`src/rtl/mult_display_sequencer_if.sv`:
```
// Signal bundle between the multiply/display sequencer and its start button,
// operand switches, multiplier, sign-magnitude stage, BCD stage and display.
interface mult_display_sequencer_if;
  // Every valid/ready (valid/done) pair: valid rises on stage entry and holds
  // until ready is sampled high on a rising edge; data moves on that edge and
  // valid is low the next cycle. Ready seen while valid is low is ignored.
  logic        start;
  logic [7:0]  operand_a;
  logic [7:0]  operand_b;
  logic        mult_valid;
  logic [7:0]  mult_a;
  logic [7:0]  mult_b;
  logic        mult_done;
  logic [15:0] mult_result;
  logic        sm_valid;
  logic [15:0] sm_operand;
  logic        sm_ready;
  logic [15:0] magnitud;
  logic        sign;
  logic        bcd_valid;
  logic [15:0] bcd_operand;
  logic        bcd_ready;
  logic [15:0] bcd_code;
  logic        disp_load;
  logic [15:0] disp_bcd;
  logic        disp_sign;
  logic        disp_overflow;
  logic        busy;
  logic        error;

  modport master (
    input  start, operand_a, operand_b, mult_done, mult_result, sm_ready,
           magnitud, sign, bcd_ready, bcd_code,
    output mult_valid, mult_a, mult_b, sm_valid, sm_operand, bcd_valid,
           bcd_operand, disp_load, disp_bcd, disp_sign, disp_overflow, busy, error
  );

  modport slave (
    output start, operand_a, operand_b, mult_done, mult_result, sm_ready,
           magnitud, sign, bcd_ready, bcd_code,
    input  mult_valid, mult_a, mult_b, sm_valid, sm_operand, bcd_valid,
           bcd_operand, disp_load, disp_bcd, disp_sign, disp_overflow, busy, error
  );
endinterface

```
`src/rtl/mult_display_sequencer.sv`:
```
// Sequences one signed 8x8 multiply through multiplier, sign-magnitude and BCD
// stages, then loads the display; any stage that stalls past TIMEOUT aborts.
module mult_display_sequencer #(
  parameter int TIMEOUT = 1024
) (
  input  logic                     clk,
  input  logic                     rst,
  mult_display_sequencer_if.master bus,
  output logic [2:0]               o_dbg_state
);
  typedef enum logic [2:0] {
    S_IDLE = 3'd0,
    S_MULT = 3'd1,
    S_SIGN = 3'd2,
    S_BCD  = 3'd3,
    S_SHOW = 3'd4,
    S_ERR  = 3'd5
  } state_t;

  localparam int              TW        = (TIMEOUT > 2) ? $clog2(TIMEOUT) : 1;
  localparam logic [TW-1:0]   TLAST     = TW'(TIMEOUT - 1);
  localparam logic [15:0]     MAX_SHOWN = 16'd9999;

  state_t        r_state;
  logic [TW-1:0] r_timer;
  logic          r_sign;

  logic w_in_stage;
  logic w_stage_ack;
  logic w_abort;

  // Ready only counts while the matching valid is up.
  always_comb begin
    w_stage_ack = 1'b0;
    case (r_state)
      S_MULT:  w_stage_ack = bus.mult_valid & bus.mult_done;
      S_SIGN:  w_stage_ack = bus.sm_valid & bus.sm_ready;
      S_BCD:   w_stage_ack = bus.bcd_valid & bus.bcd_ready;
      default: w_stage_ack = 1'b0;
    endcase
  end

  assign w_in_stage  = (r_state == S_MULT) || (r_state == S_SIGN) || (r_state == S_BCD);
  assign w_abort     = w_in_stage && (r_timer == TLAST) && !w_stage_ack;
  assign o_dbg_state = r_state;

  always_ff @(posedge clk) begin
    if (rst) begin
      r_state           <= S_IDLE;
      r_timer           <= '0;
      r_sign            <= 1'b0;
      bus.mult_valid    <= 1'b0;
      bus.mult_a        <= '0;
      bus.mult_b        <= '0;
      bus.sm_valid      <= 1'b0;
      bus.sm_operand    <= '0;
      bus.bcd_valid     <= 1'b0;
      bus.bcd_operand   <= '0;
      bus.disp_load     <= 1'b0;
      bus.disp_bcd      <= '0;
      bus.disp_sign     <= 1'b0;
      bus.disp_overflow <= 1'b0;
      bus.busy          <= 1'b0;
      bus.error         <= 1'b0;
    end else begin
      bus.disp_load <= 1'b0;
      case (r_state)
        S_IDLE, S_SHOW, S_ERR: begin
          if (bus.start) begin
            bus.mult_a     <= bus.operand_a;
            bus.mult_b     <= bus.operand_b;
            bus.mult_valid <= 1'b1;
            bus.busy       <= 1'b1;
            bus.error      <= 1'b0;
            r_timer        <= '0;
            r_state        <= S_MULT;
          end
        end
        S_MULT: begin
          if (w_stage_ack) begin
            bus.sm_operand <= bus.mult_result;
            bus.mult_valid <= 1'b0;
            bus.sm_valid   <= 1'b1;
            r_timer        <= '0;
            r_state        <= S_SIGN;
          end else begin
            r_timer <= r_timer + 1'b1;
          end
        end
        S_SIGN: begin
          if (w_stage_ack) begin
            bus.sm_valid <= 1'b0;
            r_timer      <= '0;
            if (bus.magnitud > MAX_SHOWN) begin
              // Too wide for four digits: show the overflow pattern directly.
              bus.disp_bcd      <= 16'hFFFF;
              bus.disp_overflow <= 1'b1;
              bus.disp_sign     <= bus.sign;
              bus.disp_load     <= 1'b1;
              bus.busy          <= 1'b0;
              r_state           <= S_SHOW;
            end else begin
              bus.bcd_operand <= bus.magnitud;
              bus.bcd_valid   <= 1'b1;
              r_sign          <= bus.sign & (bus.magnitud != 16'd0);
              r_state         <= S_BCD;
            end
          end else begin
            r_timer <= r_timer + 1'b1;
          end
        end
        S_BCD: begin
          if (w_stage_ack) begin
            bus.bcd_valid     <= 1'b0;
            bus.disp_bcd      <= bus.bcd_code;
            bus.disp_overflow <= 1'b0;
            bus.disp_sign     <= r_sign;
            bus.disp_load     <= 1'b1;
            bus.busy          <= 1'b0;
            r_timer           <= '0;
            r_state           <= S_SHOW;
          end else begin
            r_timer <= r_timer + 1'b1;
          end
        end
        default: r_state <= S_IDLE;
      endcase

      // Stall abort overrides the per-state updates above.
      if (w_abort) begin
        bus.mult_valid <= 1'b0;
        bus.sm_valid   <= 1'b0;
        bus.bcd_valid  <= 1'b0;
        bus.busy       <= 1'b0;
        bus.error      <= 1'b1;
        r_timer        <= '0;
        r_state        <= S_ERR;
      end
    end
  end
endmodule

```
`src/flat_wrapper.sv`:
```
// flat-port wrapper written by rule: the top's interface ports become plain ports
module mult_display_sequencer_flat 
#(
  parameter int TIMEOUT = 1024
)
  (clk, rst, o_dbg_state, bus_start, bus_operand_a, bus_operand_b, bus_mult_done, bus_mult_result, bus_sm_ready, bus_magnitud, bus_sign, bus_bcd_ready, bus_bcd_code, bus_mult_valid, bus_mult_a, bus_mult_b, bus_sm_valid, bus_sm_operand, bus_bcd_valid, bus_bcd_operand, bus_disp_load, bus_disp_bcd, bus_disp_sign, bus_disp_overflow, bus_busy, bus_error);
  mult_display_sequencer_if bus_i ();
  input  logic clk;
  input  logic rst;
  output logic [2:0] o_dbg_state;
  input wire logic [$bits(bus_i.start)-1:0] bus_start;
  input wire logic [$bits(bus_i.operand_a)-1:0] bus_operand_a;
  input wire logic [$bits(bus_i.operand_b)-1:0] bus_operand_b;
  input wire logic [$bits(bus_i.mult_done)-1:0] bus_mult_done;
  input wire logic [$bits(bus_i.mult_result)-1:0] bus_mult_result;
  input wire logic [$bits(bus_i.sm_ready)-1:0] bus_sm_ready;
  input wire logic [$bits(bus_i.magnitud)-1:0] bus_magnitud;
  input wire logic [$bits(bus_i.sign)-1:0] bus_sign;
  input wire logic [$bits(bus_i.bcd_ready)-1:0] bus_bcd_ready;
  input wire logic [$bits(bus_i.bcd_code)-1:0] bus_bcd_code;
  output wire logic [$bits(bus_i.mult_valid)-1:0] bus_mult_valid;
  output wire logic [$bits(bus_i.mult_a)-1:0] bus_mult_a;
  output wire logic [$bits(bus_i.mult_b)-1:0] bus_mult_b;
  output wire logic [$bits(bus_i.sm_valid)-1:0] bus_sm_valid;
  output wire logic [$bits(bus_i.sm_operand)-1:0] bus_sm_operand;
  output wire logic [$bits(bus_i.bcd_valid)-1:0] bus_bcd_valid;
  output wire logic [$bits(bus_i.bcd_operand)-1:0] bus_bcd_operand;
  output wire logic [$bits(bus_i.disp_load)-1:0] bus_disp_load;
  output wire logic [$bits(bus_i.disp_bcd)-1:0] bus_disp_bcd;
  output wire logic [$bits(bus_i.disp_sign)-1:0] bus_disp_sign;
  output wire logic [$bits(bus_i.disp_overflow)-1:0] bus_disp_overflow;
  output wire logic [$bits(bus_i.busy)-1:0] bus_busy;
  output wire logic [$bits(bus_i.error)-1:0] bus_error;
  assign bus_i.start = bus_start;
  assign bus_i.operand_a = bus_operand_a;
  assign bus_i.operand_b = bus_operand_b;
  assign bus_i.mult_done = bus_mult_done;
  assign bus_i.mult_result = bus_mult_result;
  assign bus_i.sm_ready = bus_sm_ready;
  assign bus_i.magnitud = bus_magnitud;
  assign bus_i.sign = bus_sign;
  assign bus_i.bcd_ready = bus_bcd_ready;
  assign bus_i.bcd_code = bus_bcd_code;
  assign bus_mult_valid = bus_i.mult_valid;
  assign bus_mult_a = bus_i.mult_a;
  assign bus_mult_b = bus_i.mult_b;
  assign bus_sm_valid = bus_i.sm_valid;
  assign bus_sm_operand = bus_i.sm_operand;
  assign bus_bcd_valid = bus_i.bcd_valid;
  assign bus_bcd_operand = bus_i.bcd_operand;
  assign bus_disp_load = bus_i.disp_load;
  assign bus_disp_bcd = bus_i.disp_bcd;
  assign bus_disp_sign = bus_i.disp_sign;
  assign bus_disp_overflow = bus_i.disp_overflow;
  assign bus_busy = bus_i.busy;
  assign bus_error = bus_i.error;
  mult_display_sequencer #(.TIMEOUT(TIMEOUT)) u_core (.clk(clk), .rst(rst), .bus(bus_i), .o_dbg_state(o_dbg_state));
endmodule
```
`config.mk`:
```
export PLATFORM = sky130hd
export DESIGN_NAME = mult_display_sequencer_flat
export DESIGN_NICKNAME = d
export VERILOG_FILES = /design/src/rtl/mult_display_sequencer_if.sv /design/src/rtl/mult_display_sequencer.sv /design/src/flat_wrapper.sv
export SDC_FILE = /design/constraint.sdc
export NUM_CORES = 1
export LEC_CHECK = 0
export BUFFER_PORTS_ARGS = -buffer_cell sky130_fd_sc_hd__buf_4
export CAP_MARGIN = 10
export CORE_MARGIN = 4
export CORE_UTILIZATION = 47
export DETAILED_ROUTE_END_ITERATION = 10
export GPL_ROUTABILITY_DRIVEN = 0
export PLACE_DENSITY_LB_ADDON = 0.3
export RECOVER_POWER = 100
export SYNTH_ARGS = -nofsm -noshare
export SYNTH_HDL_FRONTEND = slang
export SYNTH_SLANG_ARGS = --single-unit
```
`constraint.sdc`:
```
create_clock -name clk -period 2 [get_ports clk]
set_input_delay 0 -clock clk [delete_from_list [all_inputs] [get_ports clk]]
set_output_delay 0 -clock clk [all_outputs]
set_load 0.05 [all_outputs]
```
# [After elaboration in Yosys (flattened, before gate mapping)]
# Cells that the tools add are included.
[totals] reg_bits=86 inputBits=71 out_inout_bits=75 elab_cells=109
[classes] add_sub_neg=1 n_lt_le_gt_ge=1 eq_ne=16 mux=40 bitwise_logic=5 reduce_logical=29
[op_table] cell="16-bit two-way mux" n=3
[op_table] cell="16-bit case mux with 2 select lines" n=1
[op_table] cell="10-bit two-way mux" n=2
[op_table] cell="10-bit case mux with 2 select lines" n=1
[op_table] cell="1-bit two-way mux" n=18
[op_table] cell="3-bit two-way mux" n=6
[op_table] cell="16-bit by 14-bit > comparator with 1-bit output, second input constant" n=1
[op_table] cell="4-bit AND reduction" n=4
[op_table] cell="16-bit nonzero test" n=1
[op_table] cell="1-bit case mux with 2 select lines" n=6
[op_table] cell="3-bit case mux with 4 select lines" n=1
[op_table] cell="2-bit nonzero test" n=6
[op_table] cell="10-bit by 1-bit adder with 10-bit output, second input constant" n=1
[op_table] cell="10-bit equality test, second input constant" n=1
[op_table] cell="3-bit by 1-bit inequality test with 1-bit output, second input constant" n=3
[op_table] cell="3-bit AND reduction" n=3
[op_table] cell="2-bit AND reduction" n=4
[op_table] cell="3-bit by 2-bit equality test with 1-bit output, second input constant" n=2
[op_table] cell="3-bit equality test, second input constant" n=2
[op_table] cell="2-bit by 1-bit inequality test with 1-bit output, second input constant" n=3
[op_table] cell="2-bit inequality test, second input constant" n=3
[op_table] cell="1-bit case mux with 3 select lines" n=2
[op_table] cell="3-bit OR reduction" n=2
[op_table] cell="5-bit AND reduction" n=1
[op_table] cell="other kinds (10)" n=15

# [Depth between registers and ports, before layout]
# Gate-level depths: netlist of run 1.
[logic_depth] depth_word=7 depth_mapped=8 ltp_nobuf=6

# [Worst setup path after synthesis of run 1]
# No wires, ideal clock.
[synth_path] kind="flip-flop to flip-flop" startpoint="register u_core.r_state[0] (netlist: u_core.o_dbg_state[0])" endpoint="register u_core.bus.disp_bcd[10] (netlist bit)" setup_time_ps=119 t_arrival_ps=1958 required_ps=1881 setup_slack_ps=-76 path_stages_with_launch=7 path_buffers=3 period_less_slack_ps=2076 path_cell_list="dfxtp_1 -> buf_2 -> nand3_1 -> or2_2 -> clkbuf_1 -> clkbuf_1 -> o221a_2"
[synth_via] elab_chain_len=4 word_cells_on_any_way=10 classes_between="eq/ne: 6; mux: 2; reduce/logical: 2"
[synth_rtl] element="from (decl)" line="mult_display_sequencer.sv:24" text="state_t r_state;"
[synth_rtl] element="from (signal assigned)" line="mult_display_sequencer.sv:49" text="r_state <= S_IDLE;"
[synth_rtl] element="from (signal assigned)" line="mult_display_sequencer.sv:76" text="r_state <= S_MULT;"
[synth_rtl] element="from (signal assigned)" line="mult_display_sequencer.sv:85" text="r_state <= S_SIGN;"
[synth_rtl] element="3-bit by 2-bit equality test with 1-bit output / 3-bit by 1-bit equality test with 1-bit output (equally long branches)" line="mult_display_sequencer.sv:35, mult_display_sequencer.sv:67"
[synth_rtl] element="1-bit case mux with 3 select lines" line="mult_display_sequencer.sv:35" text="case (r_state)"
[synth_rtl] element="2-bit by 1-bit inequality test with 1-bit output (no source line)"
[synth_rtl] element="4-bit AND reduction (no source line)"
[synth_rtl] element="to (signal assigned)" line="mult_display_sequencer.sv:115" text="bus.disp_bcd <= bus.bcd_code;"
[synth_rtl] element="to (decl)" line="mult_display_sequencer_if.sv:35" text="bcd_operand, disp_load, disp_bcd, disp_sign, disp_overflow, busy, error"
# Several ways; a longest one is shown, not always the timed one.
# A chain may end at the register's enable or synchronous reset.

# [Worst setup path in the final report of run 1]
[layout_path] startpoint="register u_core.r_state[0] (netlist: u_core.o_dbg_state[0])" endpoint="register u_core.r_state[1] (netlist: u_core.o_dbg_state[1])"
[layout_via] elab_chain_len=6 word_cells_on_any_way=20 classes_between="eq/ne: 9; mux: 2; reduce/logical: 9"
[layout_rtl] element="branches (longest 6 deep; another with 4-bit AND reduction)"
# Parallel ways; which one is timed is not known.

==> metrics.csv, run 1 <==
metric,value,unit
status,finished clean,
DP Wirelength,6.53,mm
met3 wire len,703,µm
setup TNS,0,ns
routed vias,3497,
Die Y,92.2,µm
reg2reg end,u_core.o_dbg_state[1]$_SDFFE_PP0P_,
Yosys cell types,49,
RR Startpoint,u_core.o_dbg_state[0]$_SDFFE_PP0P_,
max incr delay on CP,0.50,ns
initial antenna violation count,0,
Synth Area per Inst,9.30,µm²
hold path endpoint,u_core.r_sign$_SDFFE_PP0P_,
post-route ant nets,0,
worst hold path type,in -> reg,
most frequent cells in the layout,"85 x dfxtp_1, 77 x clkbuf_1, 76 x buf_4, 73 x nand2_1, 64 x dlygate4sd3_1",
leakage,1.94,nW
total CTS buffers,9,
setup violators final,0,
Clock Tree Buf Depth,2,
critical path's slowest cell,dfxtp_2,
WP data arrival,2.14,ns
"Async S/R FF share, synth",0,%
fin. max-slew vios,0,
minimum clock period,1.88,ns
simple-gate portion of the synthesized area,21.8,%
sequential share of the synthesized area,51.7,%
reg2reg path depth,6,
post-CTS setup buffers,0,
CP Data Required Time,2.26,ns
post-synthesis mux area share,4.51,%
Post-Synth Adder-Cell Area,0.376,%
slack of the worst reg-to-reg path,0.12,ns
Area Growth Syn to Fin,51.7,%
routed length per instance,16.1,µm
"commonest non-fill, non-tap cell in the layout",dfxtp_1,
Tcrit/Tclk final,93.8,%
Die W,92.2,µm
critical path class,reg -> reg,
Core Region,0.00683,mm²
total gr overflow,0,
vias in the first global route,3609,
DRT met1 WL,4.32,mm
final wirelength,10.8,mm
Crit path max-delay family,compound AO/OA/AOI/OAI gates,
H-tree depth,3,
root buf cell,clkbuf_8,
final core occ,73.9,%
min-delay src,bus_magnitud[14],
IO Pins,146,
Core Rows,30,
measured slew at the worst slew-check pin,0.673,ns
DRC Markers,0,
Syn Nets,430,
met2 routed WL,5.34,mm
largest family of logic cells by synthesized area,simple AND/OR/NAND/NOR gates,
die area,0.00849,mm²
number of synthesized flops with an enable pin,0,
Layout Skew,0.0155,ns
CP cell instances,"a21boi_0, o21bai_1, nor3_1, clkbuf_4, nand2_1, o2111a_1",
top sig layer,met4,
Sink Count,86,
layout cells sized above 1,21.0,%
worst rel slew slack,55.3,%
Ys Warns,0,
unrepaired setup endpoints after global routing,no,
"Cell Area, Synth",0.00333,mm²
routed vias/inst,5.24,
CTS tree,built,
pwr/cell area,801,mW/mm²
maximum capacitance violations,0,
CP Launch Type,flip-flop,
post-layout total power,4.05,mW
Port Buffer Count,145,
largest net degree at the start of global routing,60,
Synth Area in XOR/XNOR,1.84,%
clk slew on worst S/H paths,0.10,ns
Peak Freq,533,MHz
synthesized flop and latch total,86,
nets,638,
first-pass GRT wire length,16.9,mm
CP Capture Type,flip-flop,
compound-gate portion of the synthesized area,15.9,%
antenna cells,0,
worst-skew pair later-pin latency,0.36,ns
hold path cells,5,
cells after synthesis,358,
"IR drop worst, VDD",0.000572,V
CP bufs+invs,1,
Crit Path Max Fanout,14,
initial drt markers,167,
endpoints failing hold,0,
"Top FF cell, synth",dfxtp_1,
Filler cells,537,
overall routing resource usage,25.0,%
effective utilization at floorplan,48.7,%
DRT Pass-1 Iters,4,
timing repair:
item	in CTS	in global routing
resized for setup	0	1
hold buffers	64	0
endpoints found under the hold margin	66	0
setup endpoints to repair	0	1
state kept, by name, summed over array words and instances, names as in the netlist, 3 cells and up:
name                    cells
u_core.bus.sm_operand      16
u_core.bus.mult_a           8
u_core.r_timer             10
u_core.o_dbg_state          3
u_core.bus.bcd_operand     16
u_core.bus.disp_bcd        16
u_core.bus.mult_b           8
cell usage after synthesis (all sizes together) (2+ instances only):
library cell   n  share of area [%]
dfxtp         86                 52
nand2         73                8.2
a21oi         39                5.9
nor2          35                4.4
o221a         16                5.4
mux2i         15                4.5
clkbuf        13                1.5
buf            8                2.1
nand3          7                1.1
nor4           7                1.8
nor3           6                1.2
xor2           6                1.6
o21ai          5               0.75
nand4          4               0.75
and3           3               0.56
and4           3               0.79
nor2b          3               0.56
and2           2               0.38
inv            2               0.23
nand2b         2               0.60
nor3b          2               0.45
o211ai         2               0.86
or3            2               0.53
worst register-to-register path, stage by stage, from the launching register on:
cell and delay (ns):
dfxtp_2 0.50, a21boi_0 0.33, o21bai_1 0.17, nor3_1 0.31, clkbuf_4 0.23, nand2_1 0.09, o2111a_1 0.15
worst max path at each step:
| stage | cells after the start | start | to | slack (ns) |
|---|---|---|---|---|
| after floorplan | 7 | u_core.o_dbg_state[2]$_SDFFE_PP0P_ | u_core.bus.bcd_operand[10]$_SDFFE_PP0P_ | 0.04 |
| after global placement | 5 | u_core.o_dbg_state[2]$_SDFFE_PP0P_ | u_core.bus.bcd_operand[3]$_SDFFE_PP0P_ | 0.28 |
| after detailed placement | 5 | u_core.o_dbg_state[0]$_SDFFE_PP0P_ | u_core.bus.disp_sign$_SDFFE_PP0P_ | 0.21 |
| after CTS | 5 | u_core.o_dbg_state[0]$_SDFFE_PP0P_ | u_core.bus.disp_sign$_SDFFE_PP0P_ | 0.20 |
| after global routing | 5 | u_core.o_dbg_state[2]$_SDFFE_PP0P_ | u_core.bus.mult_a[6]$_SDFFE_PP0P_ | 0.002 |
| final | 6 | u_core.o_dbg_state[0]$_SDFFE_PP0P_ | u_core.o_dbg_state[1]$_SDFFE_PP0P_ | 0.12 |
metal layers:
metal / global-route usage, % / vias up
li1: - / 1664
met1: 28.0 / 1644
met2: 43.6 / 149
met3: 6.23 / 40
met4: 13.2 / 0
met5: 0 / -
cells by family after synthesis:
logic type | count (synthesis)
buffers and inverters | 24
flip-flops | 86
XOR/XNOR | 7
AND/OR/NAND/NOR | 151
adder cells (fa/ha/maj) | 1
AO/OA/AOI/OAI | 74
multiplexers | 15
stage by stage:
stage,area [µm²],worst slack (ns),instances,hold WS [ns]
CTS,5340,0.195,667,0.0957
detailed placement,4490,0.213,587,0.257
floorplan,3330,0.0371,358,0.136
finish,5050,0.124,667,0.104
global placement,4490,0.285,587,0.244
global route,5050,0.00213,667,0.144
report_power, final:
| group | internal [mW] | switching, mW | leakage [nW] | total (mW) |
|---|---|---|---|---|
| Clock | 0.617 | 0.647 | 0.0951 | 1.26 |
| Sequential | 1.79 | 0.0721 | 0.697 | 1.86 |
| Combinational | 0.331 | 0.588 | 1.15 | 0.919 |
cell type report:
class / instances / area (µm²) / area share, %
timing repair buffer: 218 / 1510 / 29.9
tap: 96 / 120 / 2.38
multi-input combinational: 248 / 1480 / 29.3
inverter: 3 / 11.3 / 0.223
clock inverter: 6 / 70.1 / 1.39
sequential: 86 / 1720 / 34.1
clock buffer: 10 / 138 / 2.73
Power figures use the tool's default switching activity.
==> run 2: changes to the inputs <==
CORE_UTILIZATION = 49   (was 47)
CTS_BUF_LIST = sky130_fd_sc_hd__clkbuf_8   (was unset)
==> run 2 against run 1 <==
Compared with the run above:
- clock skew fell by 0.0036 ns
- routed wire length rose by 1.4%
- hold slack got worse by 0.014 ns
- utilization rose by 3.4 points
- worst setup slack improved by 0.013 ns
- critical path depth fell by 1
- die area fell by 3.7%
==> metrics.csv, run 2 (same netlist as run 1, synthesis figures left out) <==
metric,value,unit,change
IO Pins,146,,unchanged
measured slew at the worst slew-check pin,0.661,ns,was 0.673 ns
effective utilization at floorplan,51.5,%,was 48.7%
status,finished clean,,unchanged
Tcrit/Tclk final,93.1,%,was 93.8%
total CTS buffers,9,,unchanged
CP Capture Type,flip-flop,,unchanged
total gr overflow,0,,unchanged
critical path class,reg -> reg,,unchanged
CP Launch Type,flip-flop,,unchanged
CP Data Required Time,2.21,ns,was 2.26 ns
CP cell instances,"nand2b_4, or3_1, nor2_8, mux2i_1, nor2_1",,"was a21boi_0, o21bai_1, nor3_1, clkbuf_4, nand2_1, o2111a_1"
critical path's slowest cell,or3_1,,was dfxtp_2
Die W,90.4,µm,was 92.2 µm
most frequent cells in the layout,"85 x dfxtp_1, 77 x clkbuf_1, 74 x buf_4, 73 x nand2_1, 65 x dlygate4sd3_1",,"was 85 x dfxtp_1, 77 x clkbuf_1, 76 x buf_4, 73 x nand2_1, 64 x dlygate4sd3_1"
post-layout total power,3.90,mW,was 4.05 mW
Core Rows,29,,was 30
initial antenna violation count,0,,unchanged
worst rel slew slack,56.1,%,was 55.3%
fin. max-slew vios,0,,unchanged
Die Y,90.4,µm,was 92.2 µm
Port Buffer Count,145,,unchanged
DRC Markers,0,,unchanged
leakage,1.93,nW,was 1.94 nW
DRT Pass-1 Iters,4,,unchanged
post-CTS setup buffers,0,,unchanged
Layout Skew,0.0119,ns,was 0.0155 ns
CTS tree,built,,unchanged
setup violators final,0,,unchanged
worst-skew pair later-pin latency,0.35,ns,was 0.36 ns
area occupied by multi-input gates,0.00147,mm²,was 0.00148 mm²
hold_ws,0.0902,ns,was 0.104 ns
max incr delay on CP,0.48,ns,was 0.50 ns
hold path cells,5,,unchanged
clk slew on worst S/H paths,0.08,ns,was 0.10 ns
Core Region,0.00646,mm²,was 0.00683 mm²
final wirelength,10.9,mm,was 10.8 mm
Sink Count,86,,unchanged
setup TNS,0,ns,unchanged
Filler cells,469,,was 537
first-pass GRT wire length,17.6,mm,was 16.9 mm
root buf cell,clkbuf_8,,unchanged
routed vias/inst,5.39,,was 5.24
Peak Freq,537,MHz,was 533 MHz
DP Wirelength,6.49,mm,was 6.53 mm
routed vias,3489,,was 3497
H-tree depth,3,,unchanged
die area,0.00817,mm²,was 0.00849 mm²
vias in the first global route,3684,,was 3609
Area Growth Syn to Fin,50.0,%,was 51.7%
pwr/cell area,782,mW/mm²,was 801 mW/mm²
WP data arrival,2.07,ns,was 2.14 ns
maximum capacitance violations,0,,unchanged
Non-Filler Instances,647,,was 667
antenna cells,0,,unchanged
"IR drop worst, VDD",0.000475,V,was 0.000572 V
nets,637,,was 638
layout cells sized above 1,20.5,%,was 21.0%
initial drt markers,173,,was 167
post-route ant nets,0,,unchanged
endpoints failing hold,0,,unchanged
unrepaired setup endpoints after global routing,no,,unchanged
"commonest non-fill, non-tap cell in the layout",dfxtp_1,,unchanged
routed length per instance,16.9,µm,was 16.1 µm
Clock Tree Buf Depth,2,,unchanged
minimum clock period,1.86,ns,was 1.88 ns
Crit Path Max Fanout,17,,was 14
leading registers by flop count,"u_core.bus.bcd_operand (16), u_core.bus.disp_bcd (16), u_core.bus.sm_operand (16)",,unchanged
overall routing resource usage,26.1,%,was 25.0%
largest net degree at the start of global routing,50,,was 60
worst hold path type,in -> reg,,unchanged
dpl cells,566,,was 587
FF/Latch Area,0.00172,mm²,unchanged
reg2reg path depth,5,,was 6
run 2: changes by cell type in the layout (fill, tap and decap cells not counted), sizes merged:
cell         previous run  this run
bufinv                  1         0
dlygate4sd3            64        65
clkbuf                 88        89
buf                    76        74
run 2: worst paths after layout:
kind	startpoint	to	slack, ns
setup reg to reg	u_core.o_dbg_state[2]$_SDFFE_PP0P_	u_core.bus.bcd_operand[0]$_SDFFE_PP0P_	0.14
hold / removal	bus_mult_done	u_core.bus.sm_operand[15]$_SDFFE_PP0P_	0.09
hold reg to reg	u_core.bus.mult_b[2]$_SDFFE_PP0P_	u_core.bus.mult_b[2]$_SDFFE_PP0P_	0.46
setup / recovery	u_core.o_dbg_state[2]$_SDFFE_PP0P_	u_core.bus.bcd_operand[0]$_SDFFE_PP0P_	0.14
run 2: metrics by stage:
step | utilization, % | area (µm²) | setup slack (ns)
floorplan | - | 3330 | 0.0371
global placement | 68.9 | 4450 | 0.304
detailed placement | 68.9 | 4450 | 0.244
CTS | 81.8 | 5290 | 0.191
global route | 77.3 | 4990 | 0.0276
finish | 77.3 | 4990 | 0.137
run 2: timing repair:
item,in CTS,in global routing
hold endpoints to repair,67,0
hold buffers,65,0
setup endpoints to repair,0,2
gates resized for setup,0,1
run 2: worst max-delay path, delay by kind of cell (launching register included):
kind	cells	cell delay (ns)
simple gates	4	1.10
flops	1	0.37
mux	1	0.25
run 2: where the power goes:
part,internal [mW],switching (mW)
logic,0.318,0.588
registers,1.79,0.0692
clock network,0.517,0.619
total,2.62,1.28
run 2: routing by layer:
layer  share of wire (%)  track usage [%]
met1                  41             30.7
met2                  49             43.5
met3                 7.3             8.00
met4                 3.1             12.2
met5                   0                0
run 2: final cells by class:
type / instances / share of cell area, %
inverter: 3 / 0.226
timing repair buffer: 217 / 30.1
sequential: 86 / 34.5
clock buffer: 11 / 3.03
tap: 77 / 1.93
multi-input combinational: 248 / 29.5
clock inverter: 5 / 0.702
